==> src/rtl/cdb_arbiter_pkg.sv <==
// Shared CDB definitions: tag width default, queue depth default, result field widths.
`ifndef ROB_WIDTH
`define ROB_WIDTH 5
`endif

package cdb_arbiter_pkg;

    localparam int CDB_DEPTH = 4;
    localparam int VALUE_W   = 32;

    typedef enum logic {
        SRC_ALU = 1'b0,
        SRC_LSB = 1'b1
    } src_e;

    // One slot of headroom: a result arrives a cycle after the dispatch that saw "not full".
    function automatic logic near_full(input int count, input int depth);
        return count >= depth - 1;
    endfunction

endpackage

==> src/rtl/cdb_fifo.sv <==
// Circular result queue for one CDB producer; push/pop/flush gated by en, 1-cycle update.
// Pushes while full are ignored; head_dat is the stored head (not meaningful when count is 0).
module cdb_fifo #(
    parameter int DEPTH = 4,
    parameter int W     = 37
) (
    input  logic                     clk,
    input  logic                     rst,
    input  logic                     en,
    input  logic                     flush,
    input  logic                     push,
    input  logic [W-1:0]             push_dat,
    input  logic                     pop,
    output logic [W-1:0]             head_dat,
    output logic [$clog2(DEPTH):0]   count
);
    localparam int PW = $clog2(DEPTH);
    localparam logic [PW:0] CNT_MAX = (PW + 1)'(DEPTH);

    logic [W-1:0]  mem [DEPTH];
    logic [PW-1:0] head;
    logic [PW-1:0] tail;
    logic          push_ok;
    logic          pop_ok;

    assign push_ok  = push && (count != CNT_MAX);
    assign pop_ok   = pop && (count != '0);
    assign head_dat = mem[head];

    always_ff @(posedge clk) begin
        if (rst) begin
            head  <= '0;
            tail  <= '0;
            count <= '0;
        end else if (en) begin
            if (flush) begin
                head  <= '0;
                tail  <= '0;
                count <= '0;
            end else begin
                if (push_ok) tail <= tail + 1'b1;
                if (pop_ok)  head <= head + 1'b1;
                case ({push_ok, pop_ok})
                    2'b10:   count <= count + 1'b1;
                    2'b01:   count <= count - 1'b1;
                    default: count <= count;
                endcase
            end
        end
    end

    always_ff @(posedge clk) begin
        if (!rst && en && !flush && push_ok) mem[tail] <= push_dat;
    end

endmodule

==> src/rtl/cdb_arbiter.sv <==
// Serialises ALU/LSB results onto one registered CDB (1 cycle from winning head); *_full at count>=DEPTH-1.
// Fixed LSB-over-ALU priority by default; CDB_RR_EN selects a flip-on-contention round-robin.
`ifndef ROB_WIDTH
`define ROB_WIDTH 5
`endif

module cdb_arbiter
    import cdb_arbiter_pkg::*;
#(
    parameter int DEPTH = CDB_DEPTH,
    parameter int ROB_W = `ROB_WIDTH
) (
    input  logic             clk_in,
    input  logic             rst_in,
    input  logic             rdy_in,
    input  logic             clear,
    input  logic             alu_ready,
    input  logic [ROB_W-1:0] alu_rob_id,
    input  logic [31:0]      alu_value,
    output logic             alu_full,
    input  logic             lsb_ready,
    input  logic [ROB_W-1:0] lsb_rob_id,
    input  logic [31:0]      lsb_value,
    output logic             lsb_full,
    output logic             cdb_ready,
    output logic [ROB_W-1:0] cdb_rob_id,
    output logic [31:0]      cdb_value
);
    localparam int CW = $clog2(DEPTH) + 1;
    localparam int EW = ROB_W + VALUE_W;
    localparam logic [CW-1:0] CNT_MAX = CW'(DEPTH);

    logic [CW-1:0] alu_cnt, lsb_cnt;
    logic [EW-1:0] alu_head, lsb_head;
    logic [EW-1:0] alu_src, lsb_src;
    logic          alu_has_q, lsb_has_q;
    logic          alu_eff, lsb_eff;
    logic          alu_win, lsb_win;
    logic          alu_push, lsb_push;
    logic          alu_pop, lsb_pop;

    assign alu_has_q = (alu_cnt != '0);
    assign lsb_has_q = (lsb_cnt != '0);
    assign alu_eff   = alu_has_q || alu_ready;
    assign lsb_eff   = lsb_has_q || lsb_ready;
    assign alu_src   = alu_has_q ? alu_head : {alu_rob_id, alu_value};
    assign lsb_src   = lsb_has_q ? lsb_head : {lsb_rob_id, lsb_value};

`ifdef CDB_RR_EN
    src_e pref;

    assign lsb_win = lsb_eff && (!alu_eff || pref == SRC_LSB);
    assign alu_win = alu_eff && !lsb_win;

    always_ff @(posedge clk_in) begin
        if (rst_in) begin
            pref <= SRC_LSB;
        end else if (rdy_in && !clear && alu_eff && lsb_eff) begin
            pref <= (pref == SRC_LSB) ? SRC_ALU : SRC_LSB;
        end
    end
`else
    assign lsb_win = lsb_eff;
    assign alu_win = alu_eff && !lsb_eff;
`endif

    // A winning input with an empty queue is bypassed straight to the CDB and never stored.
    assign alu_pop  = alu_win && alu_has_q;
    assign lsb_pop  = lsb_win && lsb_has_q;
    assign alu_push = alu_ready && (alu_cnt != CNT_MAX) && !(alu_win && !alu_has_q);
    assign lsb_push = lsb_ready && (lsb_cnt != CNT_MAX) && !(lsb_win && !lsb_has_q);

    assign alu_full = near_full(int'(alu_cnt), DEPTH);
    assign lsb_full = near_full(int'(lsb_cnt), DEPTH);

    cdb_fifo #(.DEPTH(DEPTH), .W(EW)) u_alu_q (
        .clk      (clk_in),
        .rst      (rst_in),
        .en       (rdy_in),
        .flush    (clear),
        .push     (alu_push),
        .push_dat ({alu_rob_id, alu_value}),
        .pop      (alu_pop),
        .head_dat (alu_head),
        .count    (alu_cnt)
    );

    cdb_fifo #(.DEPTH(DEPTH), .W(EW)) u_lsb_q (
        .clk      (clk_in),
        .rst      (rst_in),
        .en       (rdy_in),
        .flush    (clear),
        .push     (lsb_push),
        .push_dat ({lsb_rob_id, lsb_value}),
        .pop      (lsb_pop),
        .head_dat (lsb_head),
        .count    (lsb_cnt)
    );

    always_ff @(posedge clk_in) begin
        if (rst_in) begin
            cdb_ready  <= 1'b0;
            cdb_rob_id <= '0;
            cdb_value  <= '0;
        end else if (rdy_in) begin
            if (clear) begin
                cdb_ready <= 1'b0;
            end else begin
                cdb_ready <= alu_win || lsb_win;
                if (lsb_win) begin
                    {cdb_rob_id, cdb_value} <= lsb_src;
                end else if (alu_win) begin
                    {cdb_rob_id, cdb_value} <= alu_src;
                end
            end
        end
    end

endmodule

==> config.mk <==
export PLATFORM = sky130hd
export DESIGN_NAME = cdb_arbiter
export DESIGN_NICKNAME = d
export VERILOG_FILES = /design/src/rtl/cdb_arbiter_pkg.sv /design/src/rtl/cdb_fifo.sv /design/src/rtl/cdb_arbiter.sv
export SDC_FILE = /design/constraint.sdc
export NUM_CORES = 1
export LEC_CHECK = 0
export ABC_AREA = 1
export CORE_UTILIZATION = 33
export DETAILED_ROUTE_END_ITERATION = 10
export GPL_TIMING_DRIVEN = 0
export HOLD_SLACK_MARGIN = 0.03
export PLACE_DENSITY_LB_ADDON = 0.2
export RECOVER_POWER = 25
export SYNTH_ARGS = -nofsm -noshare
export SYNTH_HDL_FRONTEND = slang
export SYNTH_SLANG_ARGS = --single-unit
==> constraint.sdc <==
create_clock -name clk_in -period 4.25 [get_ports clk_in]
set_input_delay 0.6375 -clock clk_in [delete_from_list [all_inputs] [get_ports clk_in]]
set_output_delay 0.6375 -clock clk_in [all_outputs]
set_load 0.01 [all_outputs]
Word level (Yosys, flattened, before mapping)
Memories as Yosys holds them, arrays and structs flattened. A register that Yosys moved wholly into a read port is not among the register bits.
Index checks and enable logic that the tools add are counted.
- add/subtract/negate cells: 8
- equal/unequal tests: 6
- reduce and logical (&&, ||, !) cells: 43
- order comparisons: 2
- div/mod/pow operators: 0
- $mul: 0
- shifts and indexed selects: 0
- multiplexer cells: 27
- bitwise gates (word level): 1
- operator list (operator ; number):
    $mux 37 ; 2
    $mux 32 ; 2
    $mux 2 ; 12
    $logic_and 1x1->1 ; 17
    $pmux 3 s2 ; 2
    $reduce_and 2->1 ; 6
    $reduce_bool 3->1 ; 4
    $mux 5 ; 2
    $reduce_bool 2->1 ; 5
    $add 2x1->2 const B ; 4
    $logic_not 1->1 ; 7
    $add 3x1->3 const B ; 2
    $ge 3x2->1 const B ; 2
    $mux 3 ; 2
    $ne 3x3->1 const B ; 2
    $sub 3x1->3 const B ; 2
    $mux 1 ; 5
    $eq 2x1->1 const B ; 2
    $eq 2x2->1 const B ; 2
    $logic_or 1x1->1 ; 3
    $reduce_and 3->1 ; 1
    $not 1->1 ; 1
- word-level logic and storage cells: 98
- latch bits: 0
- ROM bits: 0
- memories kept: 2
- register bits after elaboration: 52
- memory bits (writable): 296
- bits of input ports: 80
- memories (memory ; words ; width ; read ports ; clocked after Yosys merged registers in ; write ports ; RTL line ; text):
    u_alu_q.mem ; 4 ; 37 ; 1 ; 1 ; 1 ; cdb_fifo.sv:20 ; logic [W-1:0] mem [DEPTH];
    u_lsb_q.mem ; 4 ; 37 ; 1 ; 1 ; 1 ; cdb_fifo.sv:20 ;

Logic depth before layout (Yosys ltp)
Gate-level depths: netlist of the first run.
- depth in word-level cells: 11
- depth in mapped cells: 15

By module
A second synthesis of the first run with hierarchy kept.
- cell total of the unflattened synthesis: 1564
- area total of the unflattened synthesis: 15551.2 um^2
- modules (own cells, without submodules) (module ; area an instance (um^2) ; times used ; cells each):
    cdb_fifo ; 5994.5 ; 2 ; 433
    cdb_arbiter ; 3562.2 ; 1 ; 698

Least setup slack after synthesis of the first run
OpenSTA, ideal clock, no wires.
- path type: input -> register
- from: in rdy_in
- to: mem u_lsb_q.mem[0][0] (enable)
- buffers on the path: 0
- slack: 1027 ps
- stages on the path: 6
- arrival time: 2792 ps
- cell sequence: inv_1 -> nor2_4 -> inv_1 -> nor2_1 -> nand2_1 -> nor2_1
- word-level cells in the longest chain between the ends: 5
- RTL lines (item ; RTL line ; text):
    start: declaration ; cdb_arbiter.sv:15 ; input logic rdy_in,
    $logic_and 1x1->1 (3 in a row) ; cdb_fifo.sv:53 ; if (!rst && en && !flush && push_ok) mem[tail] <= push_dat;
    $mux 1 ; cdb_fifo.sv:53 ;
    $mux 1 (not written as such) ; cdb_fifo.sv:53 ;
    end: declaration ; cdb_fifo.sv:20 ;
Every way passes these cells.

Final worst setup path of the first run
- from: in rdy_in
- to: mem u_lsb_q.mem[3][5] (enable)
The elaborated chain is that of the path after synthesis.

==> results of run 1 <==
-- through the flow --
stage | cells | util | cell area [µm²] | setup TNS [ps]
floorplan | 1315 | - | 14570 | 0
global placement | 2018 | 0.3802 | 16490 | -395990
detailed placement | 2026 | 0.3856 | 16720 | 0
CTS | 2098 | 0.4136 | 17930 | 0
global route | 2099 | 0.4136 | 17930 | 0
finish | 2101 | 0.4137 | 17940 | 0
-- layout by cell type, fill, tap and decap left out, types with 2 or more instances in the layout --
cell type and count:
o21ai_0 178, buf_2 21, bufinv_16 2, nor2_4 9
buf_4 9, clkdlybuf4s50_1 74, nand2_1 177, mux2i_1 37
buf_12 6, diode_2 3, clkinv_1 9, inv_1 73
nor2_2 4, a21oi_1 85, nor2_1 195, clkbuf_1 55
clkbuf_16 40, nand4_1 2, dlygate4sd3_1 44, clkinv_2 4
dfxtp_1 56, edfxtp_1 296, buf_1 8, buf_16 2
o21bai_1 2, o22ai_1 38, ha_1 9, inv_2 2
o21ai_1 17, nand3_1 47
-- sequential cells by signal (all words and copies together) (netlist names), named ones only --
name           flops
u_alu_q.head       2
u_alu_q.mem      148
cdb_rob_id         5
cdb_value         32
u_lsb_q.head       2
u_lsb_q.mem      148
u_lsb_q.tail       2
u_alu_q.tail       2
u_lsb_q.count      3
cdb_ready          1
u_alu_q.count      3
-- synth_stat cells (21+ instances only) --
| library cell | n | area share |
|---|---|---|
| o22ai_1 | 38 | 0.016 |
| clkbuf_1 | 40 | 0.010 |
| mux2i_1 | 37 | 0.025 |
| nand2_1 | 177 | 0.046 |
| edfxtp_1 | 296 | 0.61 |
| dfxtp_1 | 56 | 0.077 |
| a21oi_1 | 85 | 0.029 |
| buf_2 | 21 | 0.0072 |
| nor2_1 | 203 | 0.052 |
| nand3_1 | 47 | 0.016 |
| o21ai_0 | 178 | 0.061 |
| inv_1 | 73 | 0.019 |
-- power by group through the flow --
stage | Combinational, µW | Sequential, µW | Clock, µW
finish | 635 | 3800 | 3210
global route | 696 | 3800 | 3420
floorplan | 302 | 3880 | 0
detailed placement | 643 | 3870 | 0
CTS | 646 | 3800 | 3280
global placement | 634 | 3870 | 0
-- final timing paths --
path	start	end	slack (ps)	cells after the start
max	rdy_in	u_lsb_q.mem[3][5]	1140	8
min	u_lsb_q.count[2]	u_lsb_q.count[2]	490	2
max reg2reg	u_lsb_q.count[0]	u_lsb_q.mem[3][5]	1800	5
min reg2reg	u_lsb_q.count[2]	u_lsb_q.count[2]	490	2
-- worst max-delay path, cell delays in order --
cell and delay (ps):
clkdlybuf4s50_1 610, inv_1 160, nor2_4 180, inv_1 90
nor2_1 350, nand2_1 340, nor2_4 720, buf_16 250
-- layout make-up --
| class | instances | area (µm²) |
|---|---|---|
| Inverter | 77 | 289.0 |
| Timing Repair Buffer | 126 | 1356 |
| Fill cell | 4231 | 25420 |
| Sequential cell | 352 | 10010 |
| Multi-Input combinational cell | 807 | 3978 |
| Buffer | 79 | 357.8 |
| Antenna cell | 3 | 7.507 |
| Clock inverter | 16 | 138.9 |
| Tap cell | 585 | 732.0 |
| Clock buffer | 56 | 1071 |
-- metal layers --
layer / up-vias / track usage
met5: - / 0
met4: 6 / 0.05347
met3: 58 / 0.02969
met2: 263 / 0.3011
met1: 4929 / 0.2481
li1: 4944 / -
-- cell families (layout without fill, tap and decap cells) --
| kind of cell | Yosys count | after routing | share of synthesized area |
|---|---|---|---|
| other | 0 | 3 | 0 |
| muxes | 37 | 37 | 0.02541 |
| AOI/OAI and AO/OA | 324 | 324 | 0.1156 |
| DFF | 352 | 352 | 0.6868 |
| adders and majority gates | 10 | 10 | 0.009100 |
| buffers and inverters | 156 | 354 | 0.04438 |
| and+or+nand+nor | 436 | 436 | 0.1187 |
==> metrics.md, run 1 <==
| Metric | Value |
|---|---|
| Final hold violations | 0 |
| Final Skew | between 15 and 20 ps |
| Sw frac | 0.2292 |
| Die Height | around 210 µm |
| CTS Sinks | ~350 |
| Initial antenna violation count | 8 |
| # DRC | 0 |
| Die X-Extent | approximately 210 µm |
| P_sw | ~1800 µW |
| Initial Util | 0.3361 |
| Final GP Congestion | just over 0.8 |
| Sequential Power Share | 0.497 |
| Critical path fanouts, max | 21 |
| Hpwl dp | 27610 µm |
| Status | finished clean |
| Initial drt markers | slightly below 800 |
| Max Slew Vio Count | 0 |
| VDD IR max | about 0.00021 V |
| Worst EP arrival | between 3000 and 4000 ps |
| Met3 wire length | between 2000 and 2500 µm |
| Top sig layer | met5 |
| RSZ-0062 raised after global routing | no |
| Post-CTS Hold Buffers | 0 |
| Power per cell area | approximately 430 nW/µm² |
| Final WL | ~41000 µm |
| H-Tree Depth | 2 |
| Total grt overflow | 0 |
| CTS clk-pin slew, worst paths | about 60 ps |
| Layout cells sized above 1 | 0.07006 |
| Commonest register cell after synthesis | edfxtp_1 |
| Leakage | 0.006136 µW |
| Met1 WL | approximately 18000 µm |
| IO Count | 120 |
| Post-DR wirelength/cell | between 15 and 20 µm |
| Setup violators final | 0 |
| Post-DRT Antenna Nets | 0 |
| Layout Area Growth over Synthesis | 23.09% |
| PnR worst setup slack | roughly 1100 ps |
| Ys async rst share | 0 |
| Die ar. | around 45000 µm² |
| Crit share post-route | 0.7310 |
| Vias per cell | around 5 |
| Cts repair resizes | 0 |
| Standard-cell rows | 76 |
| P_int | approximately 5900 µW |
| Post-Place Setup Slack | approximately 570 ps |
| Syn avg cell area | between 10 and 15 µm² |
| Yosys warning count | 0 |
| Clk buf depth | 3 |
| Cell Area, Synth | between 10000 and 15000 µm² |
| Hold crit path type | reg2reg |
| Pre-antenna DRT Iters | 5 |
| Final #Nets | roughly 1600 |
| Vias in the first global route | between 9000 and 10000 |
| Power, Total | about 7600 µW |
| Via count | just over 10000 |
| Syn nets | roughly 1400 |
| Tmin final | around 3100 ps |
| WS Path Type | in2reg |
| Relative slew slack | 0.4538 |
| CTS Root Cell | clkbuf_16 |
| Critical Path Start Type | primary input |
| Max Cap Violations | 0 |
| CTS Buf Count | 39 |
| Count of input and output buffers | approximately 120 |
| Worst slew pin tran | around 820 ps |
| EDFF count, synth | between 200 and 300 |
| Sequential fraction of the synthesis area | 0.6868 |
| Fmax | 321.9 MHz |
| Register bit total from synthesis | 352 |
| WP data required | ~4500 ps |
| Core Area | about 43000 µm² |
| Clk_lat worst skew | between 500 and 600 ps |
| Mapped Cells | between 1000 and 1500 |
| Combinational share of power | 0.083 |
| Met2 WL | between 15000 and 20000 µm |
| Unique masters post-synth | 30 |
| Setup Fix Bufs, Post-CTS | 0 |
| Total global-route track usage | 0.1830 |
| Hold slack final | around 490 ps |
| Largest net degree at the start of global routing | 26 |
| Global-route wire length before repair | 60790 µm |
| Share of total power in the clock network | 0.420 |
| Worst setup EP type | register |
| CTS tree | built |
Power figures use the tool's default switching activity.
==> run 2: changes to the inputs <==
Clock period 4.25 ns to 2.5 ns, I/O delays scaled along.
==> run 2 against run 1 <==
Net effect:
- final area is 1.1% higher
- count of clock-buffer cells in the layout stayed put
- worst hold slack worse by 240 ps
- sequential share of layout area is 0.59 points lower
- critical path type unchanged
==> metrics.md, run 2 (synthesis gave the netlist of run 1 again) <==
| Metric | Value |
|---|---|
| Status | finished clean |
| Post-DR wirelength/cell | 19.48 µm (+0.53%) |
| P_sw | 2978 µW (+70%) |
| RSZ-0062 raised after global routing | yes |
| Total grt overflow | 0 (unchanged) |
| Share of total power in the clock network | 0.420 (about the same) |
| Final #Nets | 1585 (+0.83%) |
| Relative slew slack | 0.5911 (+0.1372) |
| Crit share post-route | 0.9950 |
| Combinational share of power | 0.084 (about the same) |
| WP data required | 2750 ps (-1750 ps) |
| Critical Path Start Type | primary input |
| Cell depth of the worst hold path | 2 (unchanged) |
| CTS Root Cell | clkbuf_16 |
| R2R depth | 7 (+2) |
| Power, Total | 13010 µW (+70%) |
| Die ar. | 45010 µm² (unchanged) |
| Count of input and output buffers | 118 (unchanged) |
| Post-CTS Hold Buffers | 0 (unchanged) |
| Total global-route track usage | 0.1853 (+0.002296) |
| Final Skew | 14.95 ps (-2.521 ps) |
| Setup violators final | 0 (unchanged) |
| Clk_lat worst skew | 550 ps (about the same) |
| Vias per cell | 4.839 (-0.32%) |
| Via count | 10230 (+0.29%) |
| Die X-Extent | 212.2 µm (unchanged) |
| Initial Util | 0.3361 (unchanged) |
| Tmin final | about 2500 ps |
| Sw frac | 0.2290 (about the same) |
| Post-DRT Antenna Nets | 0 (unchanged) |
| Die Height | 212.2 µm (unchanged) |
| Most frequent cells in the layout | edfxtp_1 (296), nor2_1 (195), o21ai_0 (178) |
| Top Registers | u_alu_q.mem (148), u_lsb_q.mem (148), cdb_value (32) |
| CTS tree | built |
| CTS Sinks | 352 (unchanged) |
| Clk buf depth | 3 (unchanged) |
| Global-route wire length before repair | 61410 µm (+1.0%) |
| CTS clk-pin slew, worst paths | 60 ps (about the same) |
| Commonest non-fill, non-tap cell in the layout | edfxtp_1 |
| H-Tree Depth | 2 (unchanged) |
| Vias in the first global route | 9818 (+0.75%) |
| Hold crit path type | in2reg |
| Worst EP arrival | 2740 ps (-620 ps) |
| Pre-antenna DRT Iters | 5 (unchanged) |
| VDD IR max | 0.0003663 V (+70%) |
| Leakage | 0.006209 µW (+1.2%) |
| Max Cap Violations | 0 (unchanged) |
| Final GP Congestion | 0.8194 (unchanged) |
| Largest net degree at the start of global routing | 26 (unchanged) |
| Initial antenna violation count | 6 (-2) |
| Final WL | 41180 µm (+1.2%) |
| Critical path fanouts, max | 18 (-14%) |
| Final hold violations | 0 (unchanged) |
| CTS Buf Count | 39 (unchanged) |
| Layout Area Growth over Synthesis | 24.42% |
| Max Slew Vio Count | 0 (unchanged) |
| Hpwl dp | 27610 µm (unchanged) |
| Power per cell area | 717.2 nW/µm² (+68%) |
| # DRC | 0 (unchanged) |
| DP Area | 16720 µm² (unchanged) |
| Standard-cell rows | 76 (unchanged) |
| Fmax | 402.0 MHz |
| Sequential Power Share | 0.496 (about the same) |
| P_int | 10030 µW (+70%) |
| Worst setup EP type | register |
| Initial drt markers | 811 (+3.7%) |
| WS Path Type | in2reg |
| Layout cells sized above 1 | 0.07798 (+0.007922) |
| Core Area | 43360 µm² (unchanged) |
| Worst slew pin tran | 613.4 ps (-203.9 ps) |
| IO Count | 120 (unchanged) |
| Post-Layout Inst Area | 18130 µm² (+1.1%) |
-- run 2: changes by cell type in the layout (fill, tap and decap cells not counted) --
cell and change:
clkdlybuf4s50_1 +18, buf_12 +7, dlygate4sd3_1 -18, nor2_4 +2
buf_4 +4
-- run 2: power groups by stage --
stage | clock (µW) | combinational [µW] | sequential [µW]
floorplan | 0 | 513 | 6600
global placement | 0 | 1080 | 6580
detailed placement | 0 | 1090 | 6580
CTS | 5580 | 1100 | 6460
global route | 5810 | 1190 | 6460
finish | 5460 | 1090 | 6460
-- run 2: final cells by class --
class                           count  area, µm²
Inverter                           77      289.0
Fill cell                        4213      25230
Tap cell                          585      732.0
Antenna cell                        3      7.507
Timing Repair Buffer              137       1526
Buffer                             79      357.8
Sequential cell                   352      10010
Multi-Input combinational cell    809       4000
Clock inverter                     16      138.9
Clock buffer                       56       1071
-- run 2: final timing paths --
path | endpoint | slack [ps] | from
worst max-delay path | u_alu_q.mem[2][33] | 10 | rdy_in
worst min-delay path | cdb_ready | 240 | rst_in
worst max register to register | cdb_value[14] | 300 | u_lsb_q.count[0]
worst min register to register | u_lsb_q.count[2] | 490 | u_lsb_q.count[2]
-- run 2: routing by layer --
layer / track usage / up-vias / share of wire
met4: 0.05697 / 6 / 0.019
met3: 0.02969 / 55 / 0.052
li1: - / 4972 / -
met1: 0.2509 / 4922 / 0.45
met5: 0 / - / 0.00090
met2: 0.3041 / 275 / 0.48
-- run 2: what timing repair did --
action / CTS / global route
setup endpoints to repair: 227 / 296
pin swaps: 5 / 2
hold endpoints to repair: 0 / 0
gates cloned: 2 / 0
buffers inserted: 9 / 2
resized for setup: 1 / 1
-- run 2: stage by stage --
step / instances / TNS (ps) / setup WS (ps) / util / hold WS [ps]
2_1_floorplan: 1315 / -135600 / -460.6 / - / 451.9
3_3_place_gp: 2018 / -837660 / -3031 / 0.3802 / 472.0
3_5_place_dp: 2026 / -203810 / -919.1 / 0.3856 / 474.2
4_1_cts: 2109 / -4119 / -167.8 / 0.4170 / 227.2
5_1_grt: 2112 / -30840 / -154.3 / 0.4181 / 284.3
6_report: 2114 / 0 / 12.56 / 0.4182 / 243.3
-- run 2: worst max-delay path, stage by stage --
cell and delay [ps]:
clkdlybuf4s50_1 600, inv_1 160, nor2_4 180, inv_1 80, nor2_1 340, nand2_1 440
nor2_4 340, buf_16 200
==> run 3: changes to the inputs <==
Settings changed: GPL_TIMING_DRIVEN 0 to 1.
==> run 3 against run 2 <==
Net effect:
- global-route usage is 1.7 points lower
- clock skew is 6.5 ps higher
- non-clock buffer count is 39 lower
- highest routed layer unchanged
- largest power group unchanged
- sequential share of layout area is 0.23 points lower
- sequential power hardly changed
- first-iteration DRC count is 14% lower
- combinational power hardly changed
- final area is 0.47% higher
- critical endpoint is now alu_full
- register-to-register slack better by 170 ps
- worst setup slack better by 280 ps
- via count is 2.7% lower
- sequential cell count stayed put
==> metrics.md, run 3 (synthesis gave the netlist of run 1 again) <==
| Metric | Value |
|---|---|
| Post-DR wirelength/cell | 18.26 µm (-6.3%) |
| Power per cell area | 726.6 nW/µm² (+1.3%) |
| WP data required | 2120 ps (-630 ps) |
| Crit share post-route | 0.8829 (-0.1121) |
| Clk buf depth | 3 (unchanged) |
| Worst slew pin tran | 540.5 ps (-72.91 ps) |
| Tmin final | 2207 ps (-280.1 ps) |
| Die ar. | 45010 µm² (unchanged) |
| Final hold violations | 0 (unchanged) |
| CTS clk-pin slew, worst paths | 60 ps (about the same) |
| Share of total power in the clock network | 0.430 (+0.010) |
| P_int | 10270 µW (+2.5%) |
| Commonest non-fill, non-tap cell in the layout | edfxtp_1 |
| Total grt overflow | 0 (unchanged) |
| P_sw | 2963 µW (-0.50%) |
| Cts repair resizes | 0 (-1) |
| Largest net degree at the start of global routing | 75 (+190%) |
| CTS Sinks | 352 (unchanged) |
| Layout Area Growth over Synthesis | 25.00% |
| Post-DRT Antenna Nets | 0 (unchanged) |
| Final #Nets | 1544 (-2.6%) |
| Vias in the first global route | 9418 (-4.1%) |
| Clk_lat worst skew | 540 ps (about the same) |
| Final Skew | 21.48 ps (+6.535 ps) |
| Hold crit path type | reg2reg |
| Initial antenna violation count | 3 (-3) |
| Relative slew slack | 0.6397 (+0.04861) |
| Initial Util | 0.3361 (unchanged) |
| Critical path fanouts, max | 6 (-12) |
| H-Tree Depth | 2 (unchanged) |
| Max Slew Vio Count | 0 (unchanged) |
| Slowest stage delay, CP | 570 ps (-30 ps) |
| Count of input and output buffers | 119 (+0.85%) |
| Layout cells sized above 1 | 0.08913 (+0.01115) |
| Worst EP arrival | 1830 ps (-910 ps) |
| Sw frac | 0.2239 (-0.005155) |
| Via count | 9955 (-2.7%) |
| Status | finished clean |
| Vias per cell | 4.818 (-0.43%) |
| R2R depth | 9 (+2) |
| Setup violators final | 0 (unchanged) |
| Top Registers | u_alu_q.mem (148), u_lsb_q.mem (148), cdb_value (32) |
| Total global-route track usage | 0.1681 (-0.01720) |
| Initial drt markers | 695 (-14%) |
| VDD IR max | 0.0003385 V (-7.6%) |
| # DRC | 0 (unchanged) |
| Critical Path Start Type | register |
| Die X-Extent | 212.2 µm (unchanged) |
| Fillers | 4101 (-2.7%) |
| Fmax | 453.0 MHz (+13%) |
| Worst setup EP type | primary output |
| CP max stage cell | clkdlybuf4s50_1 |
| Post-CTS Hold Buffers | 0 (unchanged) |
| Post-Place Setup Slack | 55.82 ps (+974.9 ps) |
| CTS Buf Count | 39 (unchanged) |
| Standard-cell rows | 76 (unchanged) |
| Sequential Power Share | 0.489 (-0.007) |
| Global-route wire length before repair | 56860 µm (-7.4%) |
| Pre-antenna DRT Iters | 5 (unchanged) |
| CTS tree | built |
| Setup Fix Bufs, Post-CTS | 0 (-9) |
| Leakage | 0.006276 µW (+1.1%) |
| Flop-to-flop setup slack | 470 ps (+170 ps) |
| Final WL | 37720 µm (-8.4%) |
| CTS Root Cell | clkbuf_16 |
| RSZ-0062 raised after global routing | no |
| Hpwl dp | 24990 µm (-9.5%) |
| Cell depth of the worst hold path | 2 (unchanged) |
| PnR worst setup slack | 292.7 ps (+280.1 ps) |
| IO Count | 120 (unchanged) |
| Die Height | 212.2 µm (unchanged) |
| Final Util | 0.4201 (+0.001962) |
| WS Path Type | reg2out |
| Most frequent cells in the layout | edfxtp_1 (296), nor2_1 (195), o21ai_0 (178) |
| Final GP Congestion | 0.8370 (+2.1%) |
| Combinational share of power | 0.081 (-0.003) |
| ANT cells | 0 (-3) |
| Crit-path cells | inv_1, o21ai_0, clkdlybuf4s50_1 |
| Max Cap Violations | 0 (unchanged) |
| Core Area | 43360 µm² (unchanged) |
-- run 3: changes by cell type in the layout (fill, tap and decap cells not counted), sizes merged, moves of 2 or more --
cell and change:
clkbuf -43, clkdlybuf4s50 -19, diode -3, nor2 -2, clkinv -3, dlygate4sd3 +20
-- run 3: path summary, 6_finish.rpt --
kind	start	end
setup / recovery	u_alu_q.count[2]	alu_full
hold / removal	u_lsb_q.count[2]	u_lsb_q.count[2]
setup reg to reg	u_alu_q.count[0]	u_alu_q.mem[0][20]
hold reg to reg	u_lsb_q.count[2]	u_lsb_q.count[2]
-- run 3: layer usage --
layer	up-vias	wire length, µm	track usage
met5	-	22	0
met4	4	758	0.04798
met3	56	1703	0.02614
met2	218	17100	0.2629
met1	4798	18130	0.2408
li1	4879	-	-
-- run 3: power by group through the flow --
stage,Combinational [µW],Sequential (µW),Clock [µW]
after floorplan,513,6600,0
after global placement,1080,6600,0
after detailed placement,1090,6600,0
after CTS,1090,6480,5820
after global routing,1170,6480,6030
final,1070,6480,5690
-- run 3: stage by stage --
| step | TNS [ps] | power [µW] | cells | area, µm² | hold WS (ps) |
|---|---|---|---|---|---|
| after detailed placement | 0 | 7693 | 1998 | 16950 | 474.2 |
| after global placement | 0 | 7685 | 1998 | 16950 | 469.3 |
| after floorplan | -135600 | 7108 | 1315 | 14570 | 451.9 |
| after CTS | 0 | 13390 | 2066 | 18220 | 483.3 |
| final | 0 | 13240 | 2066 | 18220 | 484.2 |
| after global routing | 0 | 13680 | 2066 | 18220 | 511.1 |
-- run 3: worst max-delay path: cells and delay by family, from the launching register on --
| family | cells | cell delay [ps] |
|---|---|---|
| AOI/OAI and AO/OA | 1 | 120 |
| buffers and inverters | 2 | 710 |
| DFF | 1 | 460 |
-- run 3: layout make-up --
class	count	area [µm²]	share of cell area
Clock inverter	14	150.1	0.008242
Inverter	77	289.0	0.01587
Clock buffer	54	1115	0.06120
Tap cell	585	732.0	0.04018
Sequential cell	352	10010	0.5497
Timing Repair Buffer	177	1927	0.1058
Multi-Input combinational cell	807	3990	0.2190
